<file path="src/rtl/rom_word_assembler_if.sv">
// rom_word_assembler_if
//   Groups the FIFO read side, the configuration/status side and the
//   assembled-word stream of rom_word_assembler into one bundle.
//   master : the assembler (pops FIFO, produces words and status)
//   slave  : the environment (FIFO, configuration host, word consumer)
//   Signals:
//     fifo_data_out  FIFO head byte (first-word-fall-through)
//     fifo_empty     FIFO empty flag
//     fifo_data_pop  pop head byte this cycle
//     cfg_start      one-cycle transfer start pulse
//     cfg_abort      abandon current transfer
//     cfg_num_words  words to assemble, sampled on cfg_start
//     out_word       assembled word
//     out_valid      out_word valid
//     out_ready      consumer accepts out_word
//     out_last       final word of the transfer
//     busy           transfer in progress
//     done           one-cycle completion pulse
interface rom_word_assembler_if #(
  parameter int FIFO_DATA_WIDTH = 8,
  parameter int WORD_WIDTH      = 32,
  parameter int CNT_WIDTH       = 16
);
  logic [FIFO_DATA_WIDTH-1:0] fifo_data_out;
  logic                       fifo_empty;
  logic                       fifo_data_pop;
  logic                       cfg_start;
  logic                       cfg_abort;
  logic [CNT_WIDTH-1:0]       cfg_num_words;
  logic [WORD_WIDTH-1:0]      out_word;
  logic                       out_valid;
  logic                       out_ready;
  logic                       out_last;
  logic                       busy;
  logic                       done;

  modport master (
    input  fifo_data_out, fifo_empty, cfg_start, cfg_abort, cfg_num_words, out_ready,
    output fifo_data_pop, out_word, out_valid, out_last, busy, done
  );

  modport slave (
    output fifo_data_out, fifo_empty, cfg_start, cfg_abort, cfg_num_words, out_ready,
    input  fifo_data_pop, out_word, out_valid, out_last, busy, done
  );
endinterface

</file>
<file path="src/rtl/rom_word_assembler.sv">
// rom_word_assembler
//   Pops bytes from a first-word-fall-through FIFO and packs them
//   little-endian into WORD_WIDTH words (first popped byte lands in the
//   least significant slot). A transfer of cfg_num_words words is started
//   by cfg_start; each finished word is offered on a valid/ready stream,
//   the last one flagged with out_last, and a one-cycle done pulse ends
//   the transfer. cfg_abort drops the transfer without a done pulse.
//   Ports:
//     clk      rising-edge clock
//     reset_n  synchronous, active-low reset
//     bus      rom_word_assembler_if.master (FIFO, config/status, word stream)
module rom_word_assembler #(
  parameter int FIFO_DATA_WIDTH = 8,
  parameter int WORD_WIDTH      = 32,
  parameter int CNT_WIDTH       = 16
) (
  input  logic                   clk,
  input  logic                   reset_n,
  rom_word_assembler_if.master   bus
);

  localparam int BPW  = WORD_WIDTH / FIFO_DATA_WIDTH;
  localparam int BC_W = (BPW > 1) ? $clog2(BPW) : 1;
  localparam logic [BC_W-1:0] BC_LAST = BC_W'(BPW - 1);

  typedef enum logic [1:0] {
    IDLE   = 2'd0,
    FILL   = 2'd1,
    OUTPUT = 2'd2,
    DONE   = 2'd3
  } state_t;

  state_t                 state_r;
  state_t                 state_s;
  logic [BC_W-1:0]        byte_cnt_r;
  logic [CNT_WIDTH-1:0]   word_cnt_r;
  logic [CNT_WIDTH-1:0]   num_words_r;
  logic [WORD_WIDTH-1:0]  word_r;
  logic                   busy_r;
  logic                   pop_s;
  logic                   valid_s;
  logic                   last_s;
  logic                   done_s;

  // Next-state decode and the decoded (non-registered) outputs.
  always_comb begin
    state_s = state_r;
    pop_s   = 1'b0;
    valid_s = 1'b0;
    done_s  = 1'b0;
    // Count is never zero outside IDLE/DONE, so the subtraction cannot wrap
    // while the result is used.
    last_s  = (word_cnt_r == (num_words_r - CNT_WIDTH'(1)));
    case (state_r)
      IDLE: begin
        if (bus.cfg_start) begin
          if (bus.cfg_num_words != '0) begin
            state_s = FILL;
          end else begin
            state_s = DONE;
          end
        end else begin
          state_s = IDLE;
        end
      end
      FILL: begin
        // Abort wins over everything, including a pending pop.
        if (bus.cfg_abort) begin
          state_s = IDLE;
        end else begin
          pop_s = !bus.fifo_empty;
          if (pop_s && (byte_cnt_r == BC_LAST)) begin
            state_s = OUTPUT;
          end else begin
            state_s = FILL;
          end
        end
      end
      OUTPUT: begin
        // out_valid is masked by abort so the consumer never sees an
        // acceptable word in the cycle the transfer is abandoned.
        if (bus.cfg_abort) begin
          state_s = IDLE;
        end else begin
          valid_s = 1'b1;
          if (bus.out_ready) begin
            if (last_s) begin
              state_s = DONE;
            end else begin
              state_s = FILL;
            end
          end else begin
            state_s = OUTPUT;
          end
        end
      end
      DONE: begin
        done_s  = 1'b1;
        state_s = IDLE;
      end
      default: begin
        state_s = IDLE;
      end
    endcase
  end

  // State register, counters and the word being assembled.
  always_ff @(posedge clk) begin
    if (!reset_n) begin
      state_r     <= IDLE;
      byte_cnt_r  <= '0;
      word_cnt_r  <= '0;
      num_words_r <= '0;
      word_r      <= '0;
      busy_r      <= 1'b0;
    end else begin
      state_r <= state_s;
      busy_r  <= (state_s == FILL) || (state_s == OUTPUT);
      case (state_r)
        IDLE: begin
          if (bus.cfg_start && (bus.cfg_num_words != '0)) begin
            num_words_r <= bus.cfg_num_words;
            word_cnt_r  <= '0;
            byte_cnt_r  <= '0;
            word_r      <= '0;
          end
        end
        FILL: begin
          if (bus.cfg_abort) begin
            byte_cnt_r <= '0;
            word_r     <= '0;
          end else if (pop_s) begin
            for (int k = 0; k < BPW; k++) begin
              if (byte_cnt_r == BC_W'(k)) begin
                word_r[k*FIFO_DATA_WIDTH +: FIFO_DATA_WIDTH] <= bus.fifo_data_out;
              end
            end
            byte_cnt_r <= (byte_cnt_r == BC_LAST) ? '0 : (byte_cnt_r + BC_W'(1));
          end
        end
        OUTPUT: begin
          if (bus.cfg_abort) begin
            byte_cnt_r <= '0;
            word_r     <= '0;
          end else if (bus.out_ready) begin
            word_cnt_r <= word_cnt_r + CNT_WIDTH'(1);
          end
        end
        default: begin
        end
      endcase
    end
  end

  assign bus.fifo_data_pop = pop_s;
  assign bus.out_valid     = valid_s;
  assign bus.out_last      = valid_s && last_s;
  assign bus.done          = done_s;
  assign bus.busy          = busy_r;
  assign bus.out_word      = word_r;

endmodule

</file>
<file path="src/flat_wrapper.sv">
// flat-port wrapper written by rule: the top's interface ports become plain ports
module rom_word_assembler_flat 
#(
  parameter int FIFO_DATA_WIDTH = 8,
  parameter int WORD_WIDTH      = 32,
  parameter int CNT_WIDTH       = 16
)
  (clk, reset_n, bus_fifo_data_out, bus_fifo_empty, bus_cfg_start, bus_cfg_abort, bus_cfg_num_words, bus_out_ready, bus_fifo_data_pop, bus_out_word, bus_out_valid, bus_out_last, bus_busy, bus_done);
  rom_word_assembler_if #(.FIFO_DATA_WIDTH(FIFO_DATA_WIDTH), .WORD_WIDTH(WORD_WIDTH), .CNT_WIDTH(CNT_WIDTH)) bus_i ();
  input  logic clk;
  input  logic reset_n;
  input wire logic [$bits(bus_i.fifo_data_out)-1:0] bus_fifo_data_out;
  input wire logic [$bits(bus_i.fifo_empty)-1:0] bus_fifo_empty;
  input wire logic [$bits(bus_i.cfg_start)-1:0] bus_cfg_start;
  input wire logic [$bits(bus_i.cfg_abort)-1:0] bus_cfg_abort;
  input wire logic [$bits(bus_i.cfg_num_words)-1:0] bus_cfg_num_words;
  input wire logic [$bits(bus_i.out_ready)-1:0] bus_out_ready;
  output wire logic [$bits(bus_i.fifo_data_pop)-1:0] bus_fifo_data_pop;
  output wire logic [$bits(bus_i.out_word)-1:0] bus_out_word;
  output wire logic [$bits(bus_i.out_valid)-1:0] bus_out_valid;
  output wire logic [$bits(bus_i.out_last)-1:0] bus_out_last;
  output wire logic [$bits(bus_i.busy)-1:0] bus_busy;
  output wire logic [$bits(bus_i.done)-1:0] bus_done;
  assign bus_i.fifo_data_out = bus_fifo_data_out;
  assign bus_i.fifo_empty = bus_fifo_empty;
  assign bus_i.cfg_start = bus_cfg_start;
  assign bus_i.cfg_abort = bus_cfg_abort;
  assign bus_i.cfg_num_words = bus_cfg_num_words;
  assign bus_i.out_ready = bus_out_ready;
  assign bus_fifo_data_pop = bus_i.fifo_data_pop;
  assign bus_out_word = bus_i.out_word;
  assign bus_out_valid = bus_i.out_valid;
  assign bus_out_last = bus_i.out_last;
  assign bus_busy = bus_i.busy;
  assign bus_done = bus_i.done;
  rom_word_assembler #(.FIFO_DATA_WIDTH(FIFO_DATA_WIDTH), .WORD_WIDTH(WORD_WIDTH), .CNT_WIDTH(CNT_WIDTH)) u_core (.clk(clk), .reset_n(reset_n), .bus(bus_i));
endmodule
</file>
<file path="config.mk">
export PLATFORM = sky130hd
export DESIGN_NAME = rom_word_assembler_flat
export DESIGN_NICKNAME = d
export VERILOG_FILES = /design/src/rtl/rom_word_assembler_if.sv /design/src/rtl/rom_word_assembler.sv /design/src/flat_wrapper.sv
export SDC_FILE = /design/constraint.sdc
export NUM_CORES = 1
export LEC_CHECK = 0
export CAP_MARGIN = 20
export CORE_UTILIZATION = 68
export DETAILED_ROUTE_END_ITERATION = 8
export DONT_BUFFER_PORTS = 1
export GPL_TIMING_DRIVEN = 0
export PLACE_DENSITY = 0.94
export SYNTH_ARGS = -nofsm -noshare
export SYNTH_HDL_FRONTEND = slang
export SYNTH_SLANG_ARGS = --single-unit
</file>
<file path="constraint.sdc">
create_clock -name clk -period 5 [get_ports clk]
set_input_delay 0.25 -clock clk [delete_from_list [all_inputs] [get_ports clk]]
set_output_delay 0.25 -clock clk [all_outputs]
set_load 0.05 [all_outputs]
</file>
==> flow_summary.json, run 1 <==
{
  "whs_ns": 0.01198,
  "powerDensity_nw_per_um2": 320.0,
  "setup_violations": 0,
  "grt_pass1_vias": 2770,
  "area_growth_pct": 8.315,
  "synthCells": 387,
  "synthTopCellsByArea": "dfxtp_1 (40%), mux2i_1 (13%), nor2_1 (8.6%)",
  "crit_chain": "nor3b_2 -> nand4_1 -> a211o_1 -> a211o_1 -> nor4_4",
  "cp.arrival_ns": 3.24,
  "clk_pin_slew_ns": 0.08,
  "crit_fanout": 8,
  "yosysMostFrequentCell": "nor2_1",
  "p_leak_nw": 1.472,
  "fmax_ghz": 0.2863,
  "detailedPlace.worstSlack_ns": 1.873,
  "finalMaxSlewViolations": 0,
  "grt_max_degree": 16,
  "place_area_um2": 3513,
  "worstSkewPairLatency_ns": 0.36,
  "netlist_area_um2": 3416,
  "synth_compound_area_frac": 0.07326,
  "vias_per_cell": 6.111,
  "synth_mux_area_frac": 0.1381,
  "slew_headroom": 0.2872,
  "die-area_um2": 5311,
  "tns_ns": 0,
  "overflow": 0,
  "syn_nets": 423,
  "fin_area_um2": 3700,
  "maxCapViolCount": 0,
  "gp_congestion": 0.8885,
  "synthFlopType": "dfxtp_1",
  "dieHeight_um": 72.88,
  "instances_no_fill": 470,
  "synth_largest_area_cell": "dfxtp_1",
  "holdBufCountCts": 0,
  "cts_buffer_depth": 2,
  "vias": 2872,
  "drcViolationCount": 0,
  "worst_slack_ns": 1.507,
  "grtUsageTotal": 0.3170,
  "path_class": "register to output pin",
  "cts_tree": "yes",
  "ys_top_cells_by_count": "nor2_1 (78), dfxtp_1 (69), mux2i_1 (46)",
  "drt-pass1-iter-count": 4,
  "antenna_found_initial": 0,
  "tightest_slew_ns": 1.065,
  "yosysUniqueCellTypes": 47,
  "num_rows": 25,
  "yosysSeqAreaShare": 0.4044,
  "setup.worst_path.end_class": "output pin",
  "async_reset_ff_frac": 0,
  "finalCritPeriodShare": 0.6986,
  "ir_worst_vdd_uv": 247.6,
  "post_cts.repair.setup_buffers": 0,
  "coreArea_um2": 4786,
  "dp_hpwl_um": 5832,
  "nets": 434,
  "hold_path_class": "input pin to register",
  "hold_violations": 0,
  "post_cts_resized": 0,
  "synthAdderAreaFrac": 0.02198,
  "numCtsBuffers": 9,
  "grt_pass1_wl_um": 12650,
  "start_kind": "register",
  "synth-simple-area-share": 0.2502,
  "yosysTopAreaCellShare": 0.4044,
  "slowest_delay_ns": 0.90,
  "htree_levels": 3,
  "critPathRequiredTime_ns": 4.75,
  "drive_gt1_frac": 0.07940,
  "n_antenna_cell": 0,
  "synth_xor_xnor_area_share": 0.07949,
  "postSynthAreaPerCell_um2": 8.826,
  "ant_nets": 0,
  "crit_path_end": "bus_out_last",
  "wl_per_cell_um": 17.34,
  "place_inst": 454,
  "rsz0062_at_grt": "false",
  "synth-seq-cells": 69,
  "r2r_start": "u_core.state_r[1]$_SDFF_PN0_",
  "initial_core_util": 0.7137,
  "skew_ns": 0.009250,
  "synth_edf_count": 0,
  "slowest_stage": "nor3b_2",
  "port_buffers": 0,
  "worstSetupStartpoint": "u_core.state_r[1]$_SDFF_PN0_",
  "ios": 67,
  "reg2reg_depth": 6,
  "regToRegSetupSlack_ns": 1.83,
  "status": "complete, no violations",
  "die_w_um": 72.88,
  "routed_wl_um": 8148,
  "critPathMostFrequentCell": "a211o_1",
  "timing.final.crit_period_ns": 3.493,
  "synth_top_family_by_area": "simple AND/OR/NAND/NOR gates",
  "yosys_warnings": 0,
  "root_buffer": "clkbuf_8",
  "cts_sinks": 69,
  "timing.rr.end": "u_core.bus.busy$_SDFF_PN0_",
  "drtIter0Drc": 149
}
[layout by cell type, fill, tap and decap left out, types with 2 or more instances in the layout]
cell      instances
nor2_1           78
dfxtp_1          69
mux2i_1          46
xor2_1           21
nand2_1          15
clkbuf_1         12
nor3_1           11
inv_1            10
xnor2_1          10
and2_1            9
nand4_1           9
nand3_1           9
a21oi_1           9
clkbuf_8          9
nor4_1            6
ha_1              6
nand2b_1          5
a31oi_1           5
o21ai_0           5
o21ai_2           5
nor2b_1           4
inv_6             4
a211o_1           3
a22oi_1           3
o21a_1            3
and4_1            3
or3_1             3
or4_1             2
or3b_2            2
nand3b_1          2
o21ai_1           2
and3_1            2
[layer usage]
metal	part of all wire	global-route usage	up-vias
met5	0	0	-
met4	0.031	0.1481	0
met3	0.077	0.1064	27
met2	0.51	0.5659	108
met1	0.38	0.3360	1375
li1	-	-	1362
[worst min-delay path by stage]
stage	startpoint	end	slack, ns	cells after the start
floorplan	reset_n	u_core.bus.busy$_SDFF_PN0_	0.36	2
global placement	reset_n	u_core.bus.busy$_SDFF_PN0_	0.37	2
detailed placement	reset_n	u_core.state_r[1]$_SDFF_PN0_	0.37	1
CTS	reset_n	u_core.bus.busy$_SDFF_PN0_	0.01	2
global route	reset_n	u_core.state_r[1]$_SDFF_PN0_	0.03	1
finish	reset_n	u_core.bus.busy$_SDFF_PN0_	0.01	2
[sequential cells by signal, summed over array words and instances, names as in the netlist]
signal,cells
u_core.bus.out_word,32
u_core.byte_cnt_r,2
u_core.word_cnt_r,16
u_core.num_words_r,16
u_core.state_r,2
u_core.bus.busy,1
[where the power goes]
| group | internal [W] | switching (W) |
|---|---|---|
| combinational | 0.0000612 | 0.0000935 |
| sequential | 0.000564 | 0.0000331 |
| clock | 0.000191 | 0.000242 |
[worst max-delay path, delay by kind of cell, from the launching register on]
family / cells / cell delay [ns]
AOI/OAI and AO/OA: 2 / 0.58
DFF: 1 / 0.46
and+or+nand+nor: 3 / 1.84
[per-stage QoR]
| step | utilization | power (W) |
|---|---|---|
| after floorplan | - | 0.0007271 |
| after global placement | 0.7312 | 0.0007508 |
| after detailed placement | 0.7341 | 0.0007605 |
| after CTS | 0.7731 | 0.001183 |
| after global routing | 0.7731 | 0.001218 |
| final | 0.7731 | 0.001184 |
[logic make-up (layout without fill, tap and decap cells)]
family                   Yosys count  after routing
AO/OA/AOI/OAI                     38             38
XOR/XNOR                          31             31
adder cells (fa/ha/maj)            6              6
buffers and inverters             27             43
flip-flops                        69             69
multiplexers                      47             47
AND/OR/NAND/NOR                  169            169
[area by class of cell]
type	count	area (um^2)
inverter	11	41.29
tap	67	83.83
buffer	16	70.07
sequential	69	1381
fill	309	1086
clock buffer	9	123.9
multi-input combinational	291	1937
clock inverter	7	62.56
No activity file was read; power rests on OpenSTA's default activity.
==> run 2: changes to the inputs <==
Settings changed: ABC_AREA set to 1, CORE_UTILIZATION 68 to 63, PLACE_DENSITY 0.94 to 0.89.
Clock period 5 ns to 3.4 ns, I/O delays scaled along.
==> run 2 against run 1 <==
Effect of this change: combinational power is 110% higher; via count is 31% higher; final cell count is 39% higher; sequential share of layout area is 3.6 points lower; non-clock buffer count is 4 higher; critical endpoint unchanged.
==> flow_summary.json, run 2 <==
{
  "grt_pass1_vias": 3369,
  "final_cell_mix": "nand2_1 (145), dfxtp_1 (69), nor2_1 (67), a21oi_1 (58), inv_1 (50)",
  "netlist_area_um2": 3754,
  "routed.top_layer": "met4",
  "finalMaxSlewViolations": 0,
  "crit_chain": "nand2_1 -> nor2_1 -> buf_4 -> buf_1 -> nand3_1 -> nor2_1 -> nand3_1 -> nor2_1 -> nand4_1 -> nor3_4",
  "ys_top_cells_by_count": "nand2_1 (145), dfxtp_1 (69), nor2_1 (67)",
  "place_area_um2": 3860,
  "start_kind": "register",
  "ios": 67,
  "die_w_um": 79.19,
  "setup_violations": 0,
  "min_to": "u_core.num_words_r[12]$_SDFFE_PN0P_",
  "place_inst": 632,
  "cp.arrival_ns": 2.91,
  "nets": 611,
  "synth_largest_area_cell": "dfxtp_1",
  "fmax_ghz": 0.3250,
  "root_buffer": "clkbuf_8",
  "p_leak_nw": 1.750,
  "fin_area_um2": 4095,
  "critPathRequiredTime_ns": 3.23,
  "yosysSeqAreaShare": 0.3680,
  "numCtsBuffers": 9,
  "tns_ns": 0,
  "hold_path_class": "input pin to register",
  "initial_core_util": 0.6693,
  "fillers": 483,
  "area_growth_pct": 9.100,
  "ant_nets": 0,
  "port_buffers": 0,
  "postSynthAreaPerCell_um2": 6.727,
  "async_reset_ff_frac": 0,
  "setup.worst_path.end_class": "output pin",
  "vias": 3756,
  "grtUsageTotal": 0.3193,
  "largest_reg_flops": 32,
  "dieHeight_um": 79.19,
  "dr_wl_met3_um": 861,
  "clk_pin_slew_ns": 0.07,
  "hold_violations": 0,
  "cts_tree": "yes",
  "reg2reg_depth": 11,
  "die-area_um2": 6271,
  "routed_wl_um": 9631,
  "yosysTopAreaCellShare": 0.3680,
  "status": "complete, no violations",
  "antenna_found_initial": 0,
  "ir_worst_vdd_uv": 386.4,
  "num_rows": 27,
  "overflow": 0,
  "drive_gt1_frac": 0.06908,
  "synth_edf_count": 0,
  "critPathMostFrequentCell": "nor2_1",
  "post_cts.repair.setup_buffers": 0,
  "grt_pass1_wl_um": 15340,
  "synthFlopType": "dfxtp_1",
  "final_common_cell": "nand2_1",
  "drt-pass1-iter-count": 5,
  "wl_met1_um": 4182,
  "cts_buffer_depth": 2,
  "timing.rr.end": "u_core.bus.out_word[16]$_SDFFE_PN0P_",
  "worstSkewPairLatency_ns": 0.35,
  "skew_ns": 0.008108,
  "wl_per_cell_um": 14.79,
  "r2r_start": "u_core.state_r[0]$_SDFF_PN0_",
  "cts_sinks": 69,
  "vias_per_cell": 5.770,
  "syn_nets": 594,
  "rsz0062_at_grt": "false",
  "gp_congestion": 0.9458,
  "n_antenna_cell": 0,
  "coreArea_um2": 5608,
  "worstHoldStart": "bus_cfg_num_words[12]",
  "drcViolationCount": 0,
  "regToRegSetupSlack_ns": 1.22,
  "crit_fanout": 7,
  "timing.final.crit_period_ns": 3.077,
  "synthCells": 558,
  "synth-seq-cells": 69,
  "path_class": "register to output pin",
  "min_path_cells": 2,
  "tightest_slew_ns": 0.5543,
  "synthTopCellsByArea": "dfxtp_1 (37%), nand2_1 (15%), a21oi_1 (7.7%)",
  "powerDensity_nw_per_um2": 458.8,
  "slew_headroom": 0.6293,
  "maxCapViolCount": 0,
  "grt_max_degree": 13,
  "slowest_stage": "nor3_4",
  "instances_no_fill": 651,
  "yosysUniqueCellTypes": 32,
  "dp_hpwl_um": 7179,
  "route.met2.wl_um": 4405,
  "finalCritPeriodShare": 0.9050,
  "yosysMostFrequentCell": "nand2_1",
  "slowest_delay_ns": 0.52,
  "htree_levels": 3,
  "drtIter0Drc": 333,
  "yosys_warnings": 0
}
run 2: changes by cell type in the layout (fill, tap and decap cells not counted), moves of 6 or more:
cell	change
xnor2_1	-6
nand3_1	+36
nand2_1	+130
a21oi_1	+49
and2_1	-7
mux2i_1	-46
o21ai_0	+22
nor2_1	-11
inv_1	+40
run 2: repair_timing:
item / in CTS / in global routing
setup endpoints to repair: 0 / 1
endpoints found under the hold margin: 4 / 0
resized for setup: 0 / 1
hold buffers: 4 / 0
run 2: metal layers:
metal / vias to the layer above / global-route usage
met4: 0 / 0.1164
met3: 20 / 0.09195
met5: - / 0
met2: 190 / 0.5000
met1: 1698 / 0.4161
li1: 1848 / -
run 2: worst max-delay path by stage:
| stage | startpoint | endpoint | depth (start not counted) |
|---|---|---|---|
| after detailed placement | u_core.state_r[1]$_SDFF_PN0_ | bus_out_last | 10 |
| after CTS | u_core.state_r[1]$_SDFF_PN0_ | bus_out_last | 10 |
| after global placement | u_core.state_r[1]$_SDFF_PN0_ | bus_out_last | 8 |
| after floorplan | u_core.state_r[1]$_SDFF_PN0_ | bus_out_last | 8 |
| after global routing | u_core.state_r[1]$_SDFF_PN0_ | bus_out_last | 10 |
| final | u_core.state_r[1]$_SDFF_PN0_ | bus_out_last | 10 |
run 2: cell families after synthesis:
family / synth area share
adders and majority gates: 0.02000
xor gates and xnor gates: 0.04900
DFF: 0.3680
buffers and inverters: 0.08000
and+or+nand+nor: 0.3677
AOI/OAI and AO/OA: 0.1153
run 2: power breakdown:
group / switching [W] / internal [W] / leakage [nW]
registers: 0.0000640 / 0.000839 / 0.562
logic: 0.000223 / 0.000106 / 1.09
clock network: 0.000312 / 0.000334 / 0.0950
run 2: layout make-up:
type	count	area, um^2	area share
clock buffers	9	123.9	0.03025
clock inverters	6	65.06	0.01589
plain buffers	14	72.57	0.01772
well taps	72	90.09	0.02200
multi-input cells	417	2083	0.5087
flip-flops and latches	69	1381	0.3373
repair buffers	6	51.30	0.01253
inverters	58	227.7	0.05561
run 2: metrics by stage:
step                      utilization  worst slack [ns]  power, W  hold slack (ns)
after global placement         0.6854           -0.2421  0.001226           0.2986
after floorplan                     -            0.2420  0.001165           0.2859
after detailed placement       0.6883            0.5787  0.001236           0.3078
after CTS                      0.7291            0.1846  0.001873         0.002234
final                          0.7303            0.3231  0.001879         0.005062
after global routing           0.7303            0.1294  0.001962          0.02356
run 2: worst max-delay path, delay by kind of cell (launching register included):
family,cells,cell delay (ns)
AND/OR/NAND/NOR,8,1.75
buffers and inverters,2,0.42
flip-flops,1,0.40
